**config.mk**
```make
export PLATFORM = sky130hd
export DESIGN_NAME = shift_sequencer
export DESIGN_NICKNAME = d
export VERILOG_FILES = /design/src/rtl/shift_sequencer_pkg.sv /design/src/rtl/n_bit_shifter.sv /design/src/rtl/shift_sequencer.sv
export SDC_FILE = /design/constraint.sdc
export NUM_CORES = 1
export LEC_CHECK = 0
export BUFFER_PORTS_ARGS = -buffer_cell sky130_fd_sc_hd__buf_2
export CAP_MARGIN = 0
export CORE_MARGIN = 5
export CORE_UTILIZATION = 53
export CTS_BUF_LIST = sky130_fd_sc_hd__clkbuf_8 sky130_fd_sc_hd__clkbuf_16
export CTS_CLUSTER_SIZE = 8
export DETAILED_ROUTE_END_ITERATION = 10
export HOLD_SLACK_MARGIN = 0.03
export PLACE_DENSITY = 0.8
export SLEW_MARGIN = 15
export SYNTH_ARGS = -nofsm -noshare
export SYNTH_HDL_FRONTEND = slang
export SYNTH_HIERARCHICAL = 1
export SYNTH_SLANG_ARGS = --single-unit
```
**constraint.sdc**
```tcl
create_clock -name clk -period 3.7 [get_ports clk]
set_input_delay 0.925 -clock clk [delete_from_list [all_inputs] [get_ports clk]]
set_output_delay 0.925 -clock clk [all_outputs]
set_load 0.05 [all_outputs]
```
**src/rtl/shift_sequencer_pkg.sv**
```systemverilog
// Shared opcode and FSM state encodings for the shift sequencer and its requesters.
package shift_sequencer_pkg;

  typedef enum logic [1:0] {
    OP_LSL = 2'b00,
    OP_LSR = 2'b01,
    OP_ROL = 2'b10,
    OP_ROR = 2'b11
  } op_t;

  typedef enum logic [1:0] {
    ST_IDLE = 2'b00,
    ST_P1   = 2'b01,
    ST_P2   = 2'b10,
    ST_DONE = 2'b11
  } state_t;

  // Rotates take a second pass; op[0] picks the first-pass direction.
  function automatic logic is_rotate(input op_t op);
    return op[1];
  endfunction

endpackage

```
**src/rtl/n_bit_shifter.sv**
```systemverilog
// Combinational logical shifter: ctrl 0 shifts left, ctrl 1 shifts right, zero fill.
module n_bit_shifter #(
  parameter int max_s_bits = 3,
  localparam int N = 2 ** max_s_bits
) (
  input  logic [N-1:0]          a,
  input  logic [max_s_bits-1:0] b,
  input  logic                  ctrl,
  output logic [N-1:0]          y
);

  assign y = ctrl ? (a >> b) : (a << b);

endmodule

```
**src/rtl/shift_sequencer.sv**
```systemverilog
// Round-robin sequencer sharing one logical shifter between two requesters;
// rotates are built from two opposite-direction passes ORed together.
module shift_sequencer
  import shift_sequencer_pkg::*;
#(
  parameter int max_s_bits = 3,
  localparam int N = 2 ** max_s_bits
) (
  input  logic         clk,
  input  logic         rst_n,
  input  logic         req0,
  input  logic         req1,
  input  logic [1:0]   op0,
  input  logic [1:0]   op1,
  input  logic [N-1:0] a0,
  input  logic [N-1:0] a1,
  input  logic [N-1:0] b0,
  input  logic [N-1:0] b1,
  output logic         ack0,
  output logic         ack1,
  output logic         busy,
  output logic [N-1:0] result,
  output logic         done,
  output logic         done_id,
  output state_t       state
);

  // Handshake: req is a level held by the requester; ack is combinational and
  // only asserted in IDLE. The rising edge where req && ack are both high is the
  // transfer: operands are captured there and the requester may then drop req.

  op_t                   op_r;
  logic [N-1:0]          a_r;
  logic [max_s_bits-1:0] b_r;
  logic                  id_r;
  logic                  prio;
  logic [N-1:0]          acc;
  logic [N-1:0]          acc_next;

  logic [max_s_bits-1:0] sh_b;
  logic                  sh_ctrl;
  logic [N-1:0]          sh_y;

  logic unused_b_hi;
  assign unused_b_hi = ^{b0[N-1:max_s_bits], b1[N-1:max_s_bits]};

  // prio == 0 favours req0 on a tie, prio == 1 favours req1.
  assign ack0 = rst_n && (state == ST_IDLE) && req0 && (!req1 || !prio);
  assign ack1 = rst_n && (state == ST_IDLE) && req1 && (!req0 ||  prio);

  assign busy    = (state != ST_IDLE);
  assign done    = (state == ST_DONE);
  assign done_id = done & id_r;

  // Second pass shifts the opposite way by (N - b) mod N to recover the wrapped bits.
  always_comb begin
    sh_b     = b_r;
    sh_ctrl  = op_r[0];
    acc_next = sh_y;
    if (state == ST_P2) begin
      sh_b     = '0 - b_r;
      sh_ctrl  = ~op_r[0];
      acc_next = acc | sh_y;
    end
  end

  n_bit_shifter #(.max_s_bits(max_s_bits)) u_shifter (
    .a    (a_r),
    .b    (sh_b),
    .ctrl (sh_ctrl),
    .y    (sh_y)
  );

  always_ff @(posedge clk) begin
    if (!rst_n) begin
      state  <= ST_IDLE;
      op_r   <= OP_LSL;
      a_r    <= '0;
      b_r    <= '0;
      id_r   <= 1'b0;
      prio   <= 1'b0;
      acc    <= '0;
      result <= '0;
    end else begin
      case (state)
        ST_IDLE: begin
          if (ack0 || ack1) begin
            op_r  <= ack1 ? op_t'(op1) : op_t'(op0);
            a_r   <= ack1 ? a1 : a0;
            b_r   <= ack1 ? b1[max_s_bits-1:0] : b0[max_s_bits-1:0];
            id_r  <= ack1;
            prio  <= ~ack1;
            state <= ST_P1;
          end
        end
        ST_P1: begin
          acc <= acc_next;
          if (is_rotate(op_r)) begin
            state <= ST_P2;
          end else begin
            result <= acc_next;
            state  <= ST_DONE;
          end
        end
        ST_P2: begin
          acc    <= acc_next;
          result <= acc_next;
          state  <= ST_DONE;
        end
        ST_DONE: begin
          state <= ST_IDLE;
        end
        default: state <= ST_IDLE;
      endcase
    end
  end

endmodule

```
==> results.py, run 1 <==
metrics = {
    "outcome": {
        "status": "complete, no violations",
    },
    "finish": {
        "fill_cells": 338,
        "final_util": 0.618,
        "synthToLayoutAreaGrowth_pct": 14.2,
        "multi_input_area_mm2": 0.00130,
        "drive_gt1_frac": 0.224,
        "fin_area_mm2": 0.00243,
        "layout.area.seq_um2": 661,
        "n_antenna_cell": 0,
        "finalNetCount": 335,
        "fin_cells": 340,
    },
    "floorplanning": {
        "start_util": 0.541,
        "fp.dieW_um": 73.4,
        "die-area_mm2": 0.00539,
        "coreArea_mm2": 0.00394,
        "rows": 23,
        "io_pins": 55,
        "fp.dieH_um": 73.4,
    },
    "sta": {
        "fin_skew_ns": 0.00608,
        "setup_violations": 0,
        "setup_tns_ns": 0,
        "whs_ns": 0.456,
        "max_clock_freq_mhz": 345,
        "worst_pin_slew_ns": 0.994,
        "finalCriticalPeriod_ns": 2.89,
        "rsz0062_at_grt": "no",
        "finalCritPeriodShare": 0.782,
        "hold_viol": 0,
        "slew_headroom": 0.335,
        "finalMaxSlewViolations": 0,
    },
    "synth": {
        "synthTopCellsByCount": "dfxtp_1 (33), nor2_1 (26), a211oi_1 (23), o21ai_0 (18), a21oi_1 (15)",
        "ys_seq_elements": 33,
        "yosysTopAreaCell": "dfxtp_1",
        "yosysTopAreaCellShare": 0.310,
        "syn_area_mm2": 0.00213,
        "netlist_instances": 257,
        "seq_area_frac_synth": 0.310,
        "synth.distinct_cells": 48,
        "synth_edf_count": 0,
        "ys.flop_type": "dfxtp_1",
        "synthArstFlopShare": 0,
        "synth_most_common_cell": "dfxtp_1",
        "yosysWarnings": 6,
        "syn_nets": 303,
        "syn_avg_cell_area_um2": 8.30,
        "synth.area.top_cells": "dfxtp_1 (31%), a211oi_1 (8.1%), nor2_1 (4.6%)",
    },
    "power_and_ir_drop": {
        "p_int_w": 0.00113,
        "p_leak_nw": 0.962,
        "p_comb_frac": 0.570,
        "power_density_mw_per_mm2": 876,
        "vdd_drop_max_mv": 0.454,
        "switchingPower_w": 0.00100,
        "pwr-share-seq": 0.268,
        "pwr-share-clk": 0.162,
        "swShare": 0.470,
    },
    "place": {
        "portBuffers": 44,
        "dp.cells": 332,
        "placed_area_mm2": 0.00232,
        "hpwl_um": 3380,
        "place_congestion": 0.831,
    },
    "cts": {
        "numCtsBuffers": 5,
        "holdBufCountCts": 0,
        "cts_tree": "done",
        "worstSkewPairLatency_ns": 0.28,
        "clockBufferDepth": 2,
        "cts_resized": 0,
        "clock-root-buffer": "clkbuf_8",
        "path_clk_slew_ns": 0.07,
        "htree_levels": 2,
        "cts_setup_buffers": 0,
        "cts.sinks": 33,
    },
    "setup_path": {
        "crit_slowest_cell": "dfxtp_1",
        "cp_common_cell": "a22oi_1",
        "crit_type": "reg2reg",
        "startpoint_type": "register",
        "critPathArrivalTime_ns": 3.05,
        "cp_slowest_stage_delay_ns": 0.43,
        "cp_max_fo": 17,
        "end_kind": "register",
        "worstPathCellList": "inv_1 -> ha_1 -> o21ai_1 -> buf_4 -> mux2i_1 -> nor3b_2 -> a211oi_1 -> a22oi_1 -> a22oi_1 -> nor2_1",
        "required_ns": 3.85,
    },
    "drt": {
        "vias": 1997,
        "wirelength_um": 4710,
        "post_drt_via_cell_ratio": 5.87,
        "drt_iter0_drc": 198,
        "drt-pass1-iter-count": 4,
        "ant_nets": 0,
        "drc": 0,
        "wl_per_cell_um": 13.9,
    },
    "global_routing": {
        "grt_max_degree": 29,
        "grt_use_met1": 0.252,
        "grt_pass1_vias": 1883,
        "met2_usage": 0.303,
        "grtUsageTotal": 0.191,
        "grt_overflow_total": 0,
        "use_met3": 0.0561,
        "antenna_found_initial": 0,
        "grt_pass1_wl_um": 8300,
        "top_usage_layer": "met2",
    },
    "worst_hold_path": {
        "hold_class": "reg2reg",
    },
    "flow_run": {
        "cap_violations": 0,
    },
}
[cell families (layout without fill, tap and decap cells)]
logic type / Yosys count / count (layout) / share of synthesized area
muxes: 14 / 14 / 0.0957
xor gates and xnor gates: 2 / 2 / 0.00822
DFF: 33 / 33 / 0.310
adders and majority gates: 6 / 6 / 0.0352
AOI/OAI and AO/OA: 82 / 82 / 0.256
buffers and inverters: 34 / 67 / 0.0822
and+or+nand+nor: 86 / 86 / 0.212
[critical path: cells and delay by family (launching register included)]
kind | cells | cell delay (ns)
AO/OA/AOI/OAI | 4 | 0.99
flip-flops | 1 | 0.43
buffers and inverters | 2 | 0.43
adder cells (fa/ha/maj) | 1 | 0.39
multiplexers | 1 | 0.38
AND/OR/NAND/NOR | 2 | 0.15
[power groups by stage]
stage / logic (W) / clock network [W] / registers, W
floorplan: 0.000866 / 0 / 0.000722
global placement: 0.00120 / 0 / 0.000572
detailed placement: 0.00121 / 0 / 0.000577
CTS: 0.00122 / 0.000352 / 0.000571
global route: 0.00134 / 0.000372 / 0.000591
finish: 0.00122 / 0.000346 / 0.000571
[per-layer routing]
layer  wire, um  part of all wire  up-vias
li1           -                 -     1019
met1       2150              0.46      920
met2       2230              0.47       50
met3        275             0.058        8
met4         53             0.011        0
met5          0                 0        -
[state kept, by name, summed over array words and instances, names as in the netlist]
name    flops
state       2
a_r         8
b_r         3
op_r        2
prio        1
id_r        1
acc         8
result      8
[placed cells by master (no fill, tap or decap), types with 2 or more instances in the layout]
cell type / instances
nor2_1: 26
buf_2: 44
a31oi_1: 2
nand2_1: 9
mux2i_1: 8
mux4_2: 2
nand2b_1: 6
dfxtp_1: 33
nor4_1: 13
nor2b_1: 5
o22ai_1: 2
o221ai_1: 2
mux4_1: 2
a22oi_1: 9
a211oi_1: 23
nand3b_1: 3
or2_1: 2
inv_1: 10
o21ai_0: 17
ha_1: 6
and3_1: 2
a21oi_1: 15
o31ai_1: 2
buf_4: 6
nand3_1: 4
nor3_1: 10
clkbuf_8: 6
[worst paths after layout]
check                           startpoint     end  slack [ns]  cells past startpoint
worst max-delay path              state[0]  acc[3]        0.81                     10
worst min-delay path                  id_r    id_r        0.46                      2
worst min register to register        id_r    id_r        0.46                      2
worst max register to register    state[0]  acc[3]        0.81                     10
[layout make-up]
type                       count  area share
multi-input combinational    190       0.532
tap                           50      0.0257
timing repair buffer          50       0.109
clock inverter                 2      0.0139
inverter                       9      0.0139
clock buffer                   6      0.0339
sequential                    33       0.271
[metrics by stage]
stage                     worst slack (ns)  total power (W)
after global placement               0.903          0.00177
after detailed placement             0.858          0.00179
after CTS                            0.828          0.00214
final                                0.806          0.00213
after floorplan                      0.688          0.00159
after global routing                 0.496          0.00231
No activity file was read; power rests on OpenSTA's default activity.
==> run 2, diff against run 1 <==
--- a/config.mk
+++ b/config.mk
@@ -5,15 +5,16 @@
 export SDC_FILE = /design/constraint.sdc
 export NUM_CORES = 1
 export LEC_CHECK = 0
+export ABC_AREA = 1
 export BUFFER_PORTS_ARGS = -buffer_cell sky130_fd_sc_hd__buf_2
 export CAP_MARGIN = 0
 export CORE_MARGIN = 5
-export CORE_UTILIZATION = 53
+export CORE_UTILIZATION = 54
 export CTS_BUF_LIST = sky130_fd_sc_hd__clkbuf_8 sky130_fd_sc_hd__clkbuf_16
 export CTS_CLUSTER_SIZE = 8
 export DETAILED_ROUTE_END_ITERATION = 10
 export HOLD_SLACK_MARGIN = 0.03
-export PLACE_DENSITY = 0.8
+export PLACE_DENSITY = 0.81
 export SLEW_MARGIN = 15
 export SYNTH_ARGS = -nofsm -noshare
 export SYNTH_HDL_FRONTEND = slang
==> constraint.sdc (replaced) <==
create_clock -name clk -period 3 [get_ports clk]
set_input_delay 0.75 -clock clk [delete_from_list [all_inputs] [get_ports clk]]
set_output_delay 0.75 -clock clk [all_outputs]
set_load 0.05 [all_outputs]
==> run 2 against run 1 <==
Compared with the run above:
- combinational power increased by 43%
- register-to-register slack got worse by 0.07 ns
- die area increased by 2.7%
- worst hold slack improved by 0.045 ns
- synthesized cell count increased by 38%
- total power increased by 29%
- critical path type is now reg2out
==> results.py, run 2 <==
metrics = {
    "setup_path": {
        "crit_type": "reg2out",
        "startpoint_type": "register",
        "critPathArrivalTime_ns": 1.79,
        "cp_max_fo": 14,
        "required_ns": 2.25,
        "end_kind": "output pin",
    },
    "synth": {
        "synth_most_common_cell": "nand3_1",
        "syn_avg_cell_area_um2": 6.33,
        "syn_area_mm2": 0.00224,
        "synthArstFlopShare": 0,
        "synth_edf_count": 0,
        "synthTopCellsByCount": "nand3_1 (83), nand2_1 (68), inv_1 (58), dfxtp_1 (33), nor2_1 (24)",
        "yosysWarnings": 6,
        "synth.area.top_cells": "dfxtp_1 (29%), nand3_1 (19%), nand2_1 (11%)",
        "ys_seq_elements": 33,
        "netlist_instances": 354,
        "synth.distinct_cells": 24,
        "syn_nets": 400,
        "yosysTopAreaCell": "dfxtp_1",
        "seq_area_frac_synth": 0.295,
        "ys.flop_type": "dfxtp_1",
        "yosysTopAreaCellShare": 0.295,
    },
    "finish": {
        "fin_cells": 449,
        "n_antenna_cell": 0,
        "fin_area_mm2": 0.00255,
        "final_cell_mix": "nand3_1 (83), nand2_1 (68), inv_1 (59)",
        "layout_commonest_cell": "nand3_1",
        "reg_top3": "a_r x8, acc x8, result x8",
        "drive_gt1_frac": 0.185,
        "synthToLayoutAreaGrowth_pct": 14.0,
        "finalNetCount": 444,
        "final_util": 0.638,
    },
    "global_routing": {
        "antenna_found_initial": 0,
        "top_usage_layer": "met2",
        "grt_pass1_wl_um": 9090,
        "grtUsageTotal": 0.207,
        "grt_use_met1": 0.249,
        "grt_overflow_total": 0,
        "grt_max_degree": 18,
        "use_met3": 0.0446,
        "grt_pass1_vias": 2197,
        "met2_usage": 0.357,
    },
    "sta": {
        "slew_headroom": 0.705,
        "max_clock_freq_mhz": 394,
        "setup_tns_ns": 0,
        "hold_viol": 0,
        "finalCritPeriodShare": 0.846,
        "setup_ws_ns": 0.462,
        "finalMaxSlewViolations": 0,
        "rsz0062_at_grt": "no",
        "setup_violations": 0,
        "fin_skew_ns": 0.00342,
        "worst_pin_slew_ns": 0.443,
        "finalCriticalPeriod_ns": 2.54,
    },
    "place": {
        "post-place-ws_ns": 0.546,
        "hpwl_um": 3840,
        "placed_area_mm2": 0.00247,
        "portBuffers": 44,
        "dp.cells": 441,
        "place_congestion": 0.928,
    },
    "floorplanning": {
        "fp.dieW_um": 74.4,
        "die-area_mm2": 0.00554,
        "start_util": 0.560,
        "fp.dieH_um": 74.4,
        "io_pins": 55,
        "coreArea_mm2": 0.00400,
        "rows": 23,
    },
    "cts": {
        "numCtsBuffers": 5,
        "path_clk_slew_ns": 0.06,
        "clock-root-buffer": "clkbuf_8",
        "cts.sinks": 33,
        "htree_levels": 2,
        "clockBufferDepth": 2,
        "cts_resized": 0,
        "worstSkewPairLatency_ns": 0.29,
        "cts_tree": "done",
        "holdBufCountCts": 0,
        "cts_setup_buffers": 0,
    },
    "drt": {
        "ant_nets": 0,
        "wirelength_um": 5080,
        "wl_per_cell_um": 11.3,
        "drt_iter0_drc": 172,
        "drt-pass1-iter-count": 4,
        "vias": 2320,
        "drc": 0,
        "post_drt_via_cell_ratio": 5.17,
    },
    "power_and_ir_drop": {
        "power_density_mw_per_mm2": 1080,
        "p_int_w": 0.00130,
        "p_comb_frac": 0.631,
        "switchingPower_w": 0.00145,
        "pwr-share-seq": 0.253,
        "p_leak_nw": 1.49,
        "swShare": 0.527,
        "vdd_drop_max_mv": 0.758,
        "pwr-share-clk": 0.117,
    },
    "outcome": {
        "status": "complete, no violations",
    },
    "flow_run": {
        "cap_violations": 0,
    },
    "worst_hold_path": {
        "hold_class": "reg2reg",
    },
}
-- run 2: cell types whose count changed after synthesis, moves of 10 or more --
cell / change
nor4_1: -13
a211oi_1: -23
inv_1: +49
nand2_1: +59
nor3_1: -10
nand3_1: +79
-- run 2: per-stage QoR --
stage,hold WS [ns],total power [W]
after floorplan,0.463,0.00212
after global placement,0.490,0.00239
after detailed placement,0.492,0.00243
after CTS,0.504,0.00276
after global routing,0.541,0.00303
final,0.501,0.00275
-- run 2: kinds of logic (layout without fill, tap and decap cells) --
group | count (synthesis) | count (layout) | share of synthesized area
DFF | 33 | 33 | 0.295
and+or+nand+nor | 198 | 198 | 0.418
xor gates and xnor gates | 2 | 2 | 0.00782
AOI/OAI and AO/OA | 37 | 37 | 0.0939
adders and majority gates | 6 | 6 | 0.0335
buffers and inverters | 78 | 123 | 0.152
-- run 2: final timing paths --
kind	from	end	slack, ns	cells past startpoint
worst max-delay path	state[0]	ack1	0.46	7
worst min-delay path	prio	prio	0.50	2
worst max register to register	state[0]	acc[2]	0.74	13
worst min register to register	prio	prio	0.50	2
-- run 2: worst max-delay path, cell delays in order, from the launching register on --
cell and delay (ns):
dfxtp_1 0.37, inv_1 0.14, ha_1 0.28, nand2_2 0.10, nor2_4 0.10, nand2_2 0.17
inv_1 0.08, buf_2 0.26
-- run 2: final cells by class --
| type | instances | area, um^2 |
|---|---|---|
| clock inverter | 3 | 13.8 |
| fill | 380 | 1450 |
| clock buffer | 5 | 68.8 |
| timing repair buffer | 50 | 265 |
| multi-input combinational | 243 | 1240 |
| sequential | 33 | 661 |
| inverter | 65 | 244 |
| tap | 50 | 62.6 |
-- run 2: power groups by stage --
stage	combinational (W)	clock, W	sequential (W)
after floorplan	0.00122	0	0.000896
after global placement	0.00169	0	0.000697
after detailed placement	0.00173	0	0.000703
after CTS	0.00174	0.000327	0.000694
after global routing	0.00197	0.000347	0.000714
final	0.00174	0.000321	0.000696
-- run 2: per-layer routing --
layer	routed length [um]	up-vias
met5	0	-
met4	115	0
met3	291	14
met2	2460	68
met1	2220	1024
li1	-	1214
